[config.mk]
export PLATFORM = sky130hd
export DESIGN_NAME = uart_rx
export DESIGN_NICKNAME = d
export VERILOG_FILES = /design/src/rtl/uart_pkg.sv /design/src/rtl/uart_sync.sv /design/src/rtl/uart_rx.sv
export SDC_FILE = /design/constraint.sdc
export NUM_CORES = 1
export LEC_CHECK = 0
export ABC_AREA = 0
export BUFFER_PORTS_ARGS = -buffer_cell sky130_fd_sc_hd__buf_2
export CAP_MARGIN = 20
export CORE_MARGIN = 5
export CORE_UTILIZATION = 55
export CTS_CLUSTER_SIZE = 40
export DETAILED_ROUTE_END_ITERATION = 16
export GPL_ROUTABILITY_DRIVEN = 0
export PLACE_DENSITY = 0.75
export SYNTH_ARGS = -nofsm -noshare
export SYNTH_HDL_FRONTEND = slang
export SYNTH_SLANG_ARGS = --single-unit
export TNS_END_PERCENT = 50
[constraint.sdc]
create_clock -name clk -period 6.2 [get_ports clk]
set_clock_uncertainty 0.05 [all_clocks]
set_input_delay 0.62 -clock clk [delete_from_list [all_inputs] [get_ports clk]]
set_output_delay 0.62 -clock clk [all_outputs]
set_load 0.02 [all_outputs]
[src/rtl/uart_pkg.sv]
// UART receiver shared definitions.
// FSM state codes, parity modes and default oversampling ratio.
package uart_pkg;

  localparam logic [2:0] S_IDLE   = 3'd0;
  localparam logic [2:0] S_START  = 3'd1;
  localparam logic [2:0] S_DATA   = 3'd2;
  localparam logic [2:0] S_PARITY = 3'd3;
  localparam logic [2:0] S_STOP   = 3'd4;

  localparam int PAR_NONE = 0;
  localparam int PAR_EVEN = 1;
  localparam int PAR_ODD  = 2;

  localparam int OVS_DEF = 16;

endpackage

[src/rtl/uart_sync.sv]
// Two-flop synchroniser for an asynchronous input.
// Resets to 1 so an idle-high line reads idle out of reset.
module uart_sync (
  input  logic clk,
  input  logic rst_n,
  input  logic d,
  output logic q
);

  logic meta_q;
  logic sync_q;

  always_ff @(posedge clk or negedge rst_n) begin
    if (!rst_n) begin
      meta_q <= 1'b1;
      sync_q <= 1'b1;
    end else begin
      meta_q <= d;
      sync_q <= meta_q;
    end
  end

  assign q = sync_q;

endmodule

[src/rtl/uart_rx.sv]
// UART receiver: 16x oversampled deserialiser with holding
// register, valid/ack handshake and one-cycle error pulses.
module uart_rx
  import uart_pkg::*;
#(
  parameter int DATA_BITS = 8,
  parameter int PARITY    = 0,
  parameter int OVS       = OVS_DEF
) (
  input  logic                 clk,
  input  logic                 rst_n,
  input  logic                 tick,
  input  logic                 rx,
  output logic [DATA_BITS-1:0] rx_data,
  output logic                 rx_valid,
  input  logic                 rx_ack,
  output logic                 frame_err,
  output logic                 parity_err,
  output logic                 overrun
);

  localparam int TW = $clog2(OVS);
  localparam logic [TW-1:0] TC_MID = TW'(OVS / 2 - 1);
  localparam logic [TW-1:0] TC_END = TW'(OVS - 1);
  localparam logic [3:0]    BC_END = 4'(DATA_BITS - 1);

  logic rx_s;
  logic rx_prev_q;

  uart_sync u_sync (
    .clk   (clk),
    .rst_n (rst_n),
    .d     (rx),
    .q     (rx_s)
  );

  logic [2:0]           state_q, state_d;
  logic [TW-1:0]        tick_cnt_q, tick_cnt_d;
  logic [3:0]           bit_cnt_q, bit_cnt_d;
  logic [DATA_BITS-1:0] shift_q, shift_d;
  logic                 par_bad_q, par_bad_d;
  logic [DATA_BITS-1:0] data_q, data_d;
  logic                 valid_q, valid_d;
  logic                 ferr_q, ferr_d;
  logic                 perr_q, perr_d;
  logic                 ovr_q, ovr_d;

  logic start_edge;
  logic samp_mid;
  logic samp_end;
  logic load;

  assign start_edge = rx_prev_q & ~rx_s;
  assign samp_mid   = tick && (tick_cnt_q == TC_MID);
  assign samp_end   = tick && (tick_cnt_q == TC_END);

  always_comb begin
    state_d    = state_q;
    tick_cnt_d = tick_cnt_q;
    bit_cnt_d  = bit_cnt_q;
    shift_d    = shift_q;
    par_bad_d  = par_bad_q;
    data_d     = data_q;
    valid_d    = valid_q & ~rx_ack;
    ferr_d     = 1'b0;
    perr_d     = 1'b0;
    ovr_d      = 1'b0;
    load       = 1'b0;
    unique case (state_q)
      S_IDLE: begin
        if (start_edge) begin
          state_d    = S_START;
          tick_cnt_d = '0;
        end
      end
      S_START: begin
        if (samp_mid) begin
          tick_cnt_d = '0;
          bit_cnt_d  = '0;
          par_bad_d  = 1'b0;
          state_d    = rx_s ? S_IDLE : S_DATA;
        end else if (tick) begin
          tick_cnt_d = tick_cnt_q + 1'b1;
        end
      end
      S_DATA: begin
        if (samp_end) begin
          tick_cnt_d = '0;
          shift_d    = {rx_s, shift_q[DATA_BITS-1:1]};
          bit_cnt_d  = bit_cnt_q + 1'b1;
          if (bit_cnt_q == BC_END)
            state_d = (PARITY != PAR_NONE) ? S_PARITY : S_STOP;
        end else if (tick) begin
          tick_cnt_d = tick_cnt_q + 1'b1;
        end
      end
      S_PARITY: begin
        if (samp_end) begin
          tick_cnt_d = '0;
          // XOR of data and parity bit is 1 only for odd parity
          par_bad_d  = (^shift_q) ^ rx_s ^ (PARITY == PAR_ODD);
          state_d    = S_STOP;
        end else if (tick) begin
          tick_cnt_d = tick_cnt_q + 1'b1;
        end
      end
      S_STOP: begin
        if (samp_end) begin
          tick_cnt_d = '0;
          state_d    = S_IDLE;
          if (!rx_s)          ferr_d = 1'b1;
          else if (par_bad_q) perr_d = 1'b1;
          else                load   = 1'b1;
        end else if (tick) begin
          tick_cnt_d = tick_cnt_q + 1'b1;
        end
      end
      default: state_d = S_IDLE;
    endcase
    if (load) begin
      data_d  = shift_q;
      valid_d = 1'b1;
      ovr_d   = valid_q & ~rx_ack;
    end
  end

  always_ff @(posedge clk or negedge rst_n) begin
    if (!rst_n) begin
      rx_prev_q  <= 1'b1;
      state_q    <= S_IDLE;
      tick_cnt_q <= '0;
      bit_cnt_q  <= '0;
      shift_q    <= '0;
      par_bad_q  <= 1'b0;
      data_q     <= '0;
      valid_q    <= 1'b0;
      ferr_q     <= 1'b0;
      perr_q     <= 1'b0;
      ovr_q      <= 1'b0;
    end else begin
      rx_prev_q  <= rx_s;
      state_q    <= state_d;
      tick_cnt_q <= tick_cnt_d;
      bit_cnt_q  <= bit_cnt_d;
      shift_q    <= shift_d;
      par_bad_q  <= par_bad_d;
      data_q     <= data_d;
      valid_q    <= valid_d;
      ferr_q     <= ferr_d;
      perr_q     <= perr_d;
      ovr_q      <= ovr_d;
    end
  end

  assign rx_data    = data_q;
  assign rx_valid   = valid_q;
  assign frame_err  = ferr_q;
  assign parity_err = perr_q;
  assign overrun    = ovr_q;

endmodule

After elaboration in Yosys (flattened, before gate mapping)
Index checks and enable logic that the tools add are counted.
{"block": "word_totals", "ff_bits": 35, "inputBits": 5, "output_inout_bits": 12}
{"block": "classes", "n_addsub": 2, "eq_ne": 13, "muxes": 32, "bitwise_logic": 5, "n_reduce_logical": 13}
{"operator": "2-to-1 mux 4 bit", "count": 6}
{"operator": "2-to-1 mux 3 bit", "count": 6}
{"operator": "2-to-1 mux 1 bit", "count": 15}
{"operator": "case mux 3 bit (5 select lines)", "count": 1}
{"operator": "!= test 2 bit, second input constant", "count": 6}
{"operator": "case mux 4 bit (3 select lines)", "count": 1}
{"operator": "adder 4 x 1 -> 4 bit, second input constant", "count": 2}
{"operator": "equality test 4 x 3 -> 1 bit, second input constant", "count": 2}
{"operator": "case mux 4 bit (2 select lines)", "count": 1}
{"operator": "XOR reduction 8 bit", "count": 1}
{"operator": "equality test 3 x 2 -> 1 bit, second input constant", "count": 2}
{"operator": "AND reduction 3 bit", "count": 2}
{"operator": "AND reduction 6 bit", "count": 1}
{"operator": "equality test 4 bit, second input constant", "count": 1}
{"operator": "AND reduction 2 bit", "count": 2}
{"operator": "nonzero test 2 bit", "count": 2}
{"operator": "equality test 3 x 1 -> 1 bit, second input constant", "count": 1}
{"operator": "equality test 3 bit, second input constant", "count": 1}
{"operator": "logical NOT 3 bit", "count": 1}
{"operator": "nonzero test 3 bit", "count": 1}
{"operator": "OR reduction 3 bit", "count": 1}
{"operator": "AND 1 bit", "count": 2}
{"operator": "logical AND 1 bit", "count": 2}
{"operator": "2-to-1 mux 2 bit", "count": 1}
{"operator": "3 further kinds", "count": 4}

Logic depth before layout (Yosys ltp)
{"block": "depth", "word_depth": 5, "mapped_depth": 6}

Hierarchy
Synthesis repeated with hierarchy kept, for this count alone.
{"block": "unflattened", "hier_cells": 157, "area_unflattened_um2": 1650.3}
{"mod": "uart_rx", "n_inst": 1, "cells_per_inst": 155, "area_each_um2": 1597.8, "seq_area_each_um2": 827.0}
{"mod": "uart_sync", "n_inst": 1, "cells_per_inst": 2, "area_each_um2": 52.6, "seq_area_each_um2": 52.6}

Least setup slack after synthesis
No wires, ideal clock.
{"block": "synth_timing", "path_kind": "reg2reg", "start": "reg tick_cnt_q[0]", "end": "reg data_q[0] (netlist: rx_data[0])", "arrival_time_ns": 1.885, "t_required_ns": 6.025, "setup_slack_ns": 4.140, "stages_incl_launch_ff": 7, "path_buffers": 1, "period_less_slack_ns": 2.060, "cell_sequence": "dfrtp_1 -> ha_1 -> nand4_4 -> or4b_4 -> nor3b_2 -> buf_6 -> mux2_2"}
{"block": "synth_between", "elab_chain_len": 4}
{"item": "start, declared", "line_no": "uart_rx.sv:38", "text": "logic [TW-1:0] tick_cnt_q, tick_cnt_d;"}
{"item": "start signal, assigned", "line_no": "uart_rx.sv:143", "text": "tick_cnt_q <= tick_cnt_d;"}
{"item": "equality test 4 bit", "line_no": "uart_rx.sv:55", "text": "assign samp_end = tick && (tick_cnt_q == TC_END);"}
{"item": "logical AND 1 bit", "line_no": "uart_rx.sv:55"}
{"item": "2-to-1 mux 1 bit", "line_no": "uart_rx.sv:108", "text": "if (samp_end) begin"}
{"item": "2-to-1 mux 1 bit", "line_no": "uart_rx.sv:69", "text": "unique case (state_q)"}
{"item": "end signal, assigned", "line_no": "uart_rx.sv:147", "text": "data_q <= data_d;"}
{"item": "end, declared", "line_no": "uart_rx.sv:42", "text": "logic [DATA_BITS-1:0] data_q, data_d;"}
Every way passes these cells.
A chain may end at the register's enable or synchronous reset.

Final worst setup path
{"block": "layout_timing", "start": "reg tick_cnt_q[0]", "end": "reg data_q[6] (netlist: rx_data[6])"}
Same word-level chain as after synthesis.

==> results.ini <==
[floorplan]
rows = 19
start_util_pct = 57.9
floorplan.die.width_um = 64.4
die-area_um2 = 4140
die_h_um = 64.4
floorplan.core_area_um2 = 2810
number_of_ports_placed_on_the_die_boundary = 17

[yosys]
post-synth-top-count-cell = dfrtp_1
synth.largest_area_cell = dfrtp_1
syn-num-nets = 156
synth_warnings = 0
synth-async-reset-ratio_pct = 100
netlist_area_um2 = 1630
synth_flop_cell = dfrtp_1
syn-mean-instance-area_um2 = 10.9
synth_seq_area_share_pct = 54.1
synth_top_area_share_pct = 49.3
count_of_distinct_cell_types_in_the_synthesized_netlist = 42
post_synth_inst_count = 149
synth_enable_flop_cells = 0
synth_area_leaders = dfrtp_1 49%, nand2_1 6.2%, mux2_2 5.5%, dfstp_2 4.8%, o21ai_0 3.4%
yosys-top-cells-count = 32 x dfrtp_1, 27 x nand2_1, 11 x o21ai_0, 8 x mux2_2
synth.ff_latch_count = 35

[timing]
period_needed_ns = 2.53
unrepaired_setup_endpoints_after_global_routing = no
max_slew.worst_pin.slew_ns = 0.746
max_freq_mhz = 395
final_max_slew_viol_count = 0
final.setup.tns_ns = 0
slew_limit_headroom_pct = 50.3
share_of_the_clock_period_used_by_the_worst_path_after_layout_pct = 40.9
setup_viol = 0
final-hold-violation-count = 0

[grt]
antenna_found_initial = 0
grt_first_pass_wirelength_um = 5090
via_count_of_the_first_global_routing_pass = 1095
grt.overflow.total = 0
global_route.usage.total_pct = 16.0
grt_start_max_net_pins = 36

[finish]
final_design_area_no_fill_um2 = 1800
diodes = 0
drive_gt1_share_pct = 26.9
multi_input_comb_area_um2 = 701
layout.area.seq_um2 = 880
area_growth_syn_to_layout_pct = 10.5
nNetsFinal = 173
fillers = 227

[job]
max_cap_violations = 0

[status]
status = finished clean

[power]
power_density_nw_per_um2 = 323
leakagePower_nw = 0.901
vdd_drop_max_mv = 0.245

[cts]
insertion_delay_of_the_later_clocked_pin_in_the_worst_skew_pair_ns = 0.33
cts_resized = 0
htree_num_levels = 2
clock_path_buffers = 2
cts_sinks = 35
clock_tree.root_cell = clkbuf_4
worst_setup_hold_path_clk_slew_ns = 0.10
tritoncts_clock_tree = built
cts-buffers-inserted = 5
hold_buffers = 0
postCtsSetupRepairBufs = 0

[worst_setup_path]
critical_path_class = reg -> reg
crit_required_ns = 6.37
path_max_fanout = 10
worst_setup_path_start_kind = flop
cp.arrival_ns = 2.70
crit_path_capture_type = flop

[routing]
drt-initial-drc-count = 43
route.detailed.vias_per_inst = 5.62
remaining_drc_errors = 0
drt_pass1_iterations = 4
drt-total-wl_um = 2940
vias = 1113
antenna_left = 0
routedWlPerCell_um = 14.9

[placement]
post_place_cell_area_um2 = 1710
hpwl_um = 2030
placement.io_buffers = 16

[min_path]
timing.hold.worst.class = in -> async

-- critical path, cell delays in order, from the launching register on --
cell and delay (ns):
dfrtp_1 0.40, ha_1 0.25, nand4_4 0.15, or4b_4 0.54, nor3b_2 0.61, mux2_2 0.42
-- cell usage in the layout (no fill, tap or decap), types with 3 or more instances in the layout --
master	netlist	final
buf_2	0	16
nor2_1	5	5
dfstp_2	3	3
dfrtp_1	32	32
nand2b_1	4	4
mux2_2	8	8
nor2b_1	3	3
clkbuf_4	0	5
nand3_1	5	5
inv_1	3	3
a21oi_1	3	3
xnor2_1	5	5
o21ai_0	11	11
nand2_1	27	27
-- sequential cells by signal, indices dropped and copies added, names as in the netlist --
register	cells
rx_data	8
shift_q	8
bit_cnt_q	4
tick_cnt_q	4
state_q	3
frame_err	1
overrun	1
par_bad_q	1
parity_err	1
rx_prev_q	1
rx_valid	1
u_sync.meta_q	1
u_sync.q	1
-- layout make-up --
cell class                 instances  share of cell area [%]
multi-input combinational        105                    39.0
timing repair buffer              16                    4.46
sequential                        35                    49.0
clock buffer                       6                    2.86
clock inverter                     2                    1.95
tap                               31                    2.16
inverter                           3                   0.627
-- report_power, final --
| part | leakage, nW | switching [mW] | internal (mW) | total [mW] |
|---|---|---|---|---|
| clock network | 0.0482 | 0.0740 | 0.0953 | 0.169 |
| logic | 0.390 | 0.0512 | 0.0529 | 0.104 |
| registers | 0.463 | 0.0493 | 0.257 | 0.306 |
| total | 0.901 | 0.175 | 0.405 | 0.580 |
-- logic make-up after synthesis --
logic type / count (synthesis) / share of synthesized area [%]
AOI/OAI and AO/OA: 22 / 8.31
xor gates and xnor gates: 8 / 5.16
adders and majority gates: 2 / 1.54
buffers and inverters: 9 / 2.77
DFF: 35 / 54.1
muxes: 9 / 6.16
and+or+nand+nor: 64 / 21.9
-- worst paths after layout --
check                           endpoint  slack (ns)  depth (start not counted)     startpoint
min in group clk                u_sync.q        0.31                          0  u_sync.meta_q
min                        tick_cnt_q[3]        0.30                          1          rst_n
max                           rx_data[6]        3.67                          5  tick_cnt_q[0]
max in group asynchronous     state_q[0]        5.33                          1          rst_n
max reg2reg                   rx_data[6]        3.67                          5  tick_cnt_q[0]
min reg2reg                     u_sync.q        0.31                          0  u_sync.meta_q
-- per-layer routing --
layer | wire length [um] | vias to the layer above | share of wire, % | GRT usage (%)
li1 | - | 549 | - | -
met3 | 154 | 2 | 5.2 | 4.55
met2 | 1380 | 31 | 47 | 23.6
met5 | 0 | - | 0 | 0
met1 | 1390 | 531 | 47 | 21.7
met4 | 17 | 0 | 0.58 | 7.92
-- per-stage QoR --
step                      util, %  setup WS [ns]  hold WS [ns]  power (mW)  instances
after floorplan                 -           4.14         0.274       0.388        149
after global placement       61.0           3.62         0.297       0.404        190
after detailed placement     61.0           3.55         0.297       0.415        190
after CTS                    64.1           3.65         0.307       0.584        198
after global routing         64.1           3.52         0.308       0.617        198
final                        64.1           3.67         0.297       0.580        198
(Power assumes the default switching activity.)
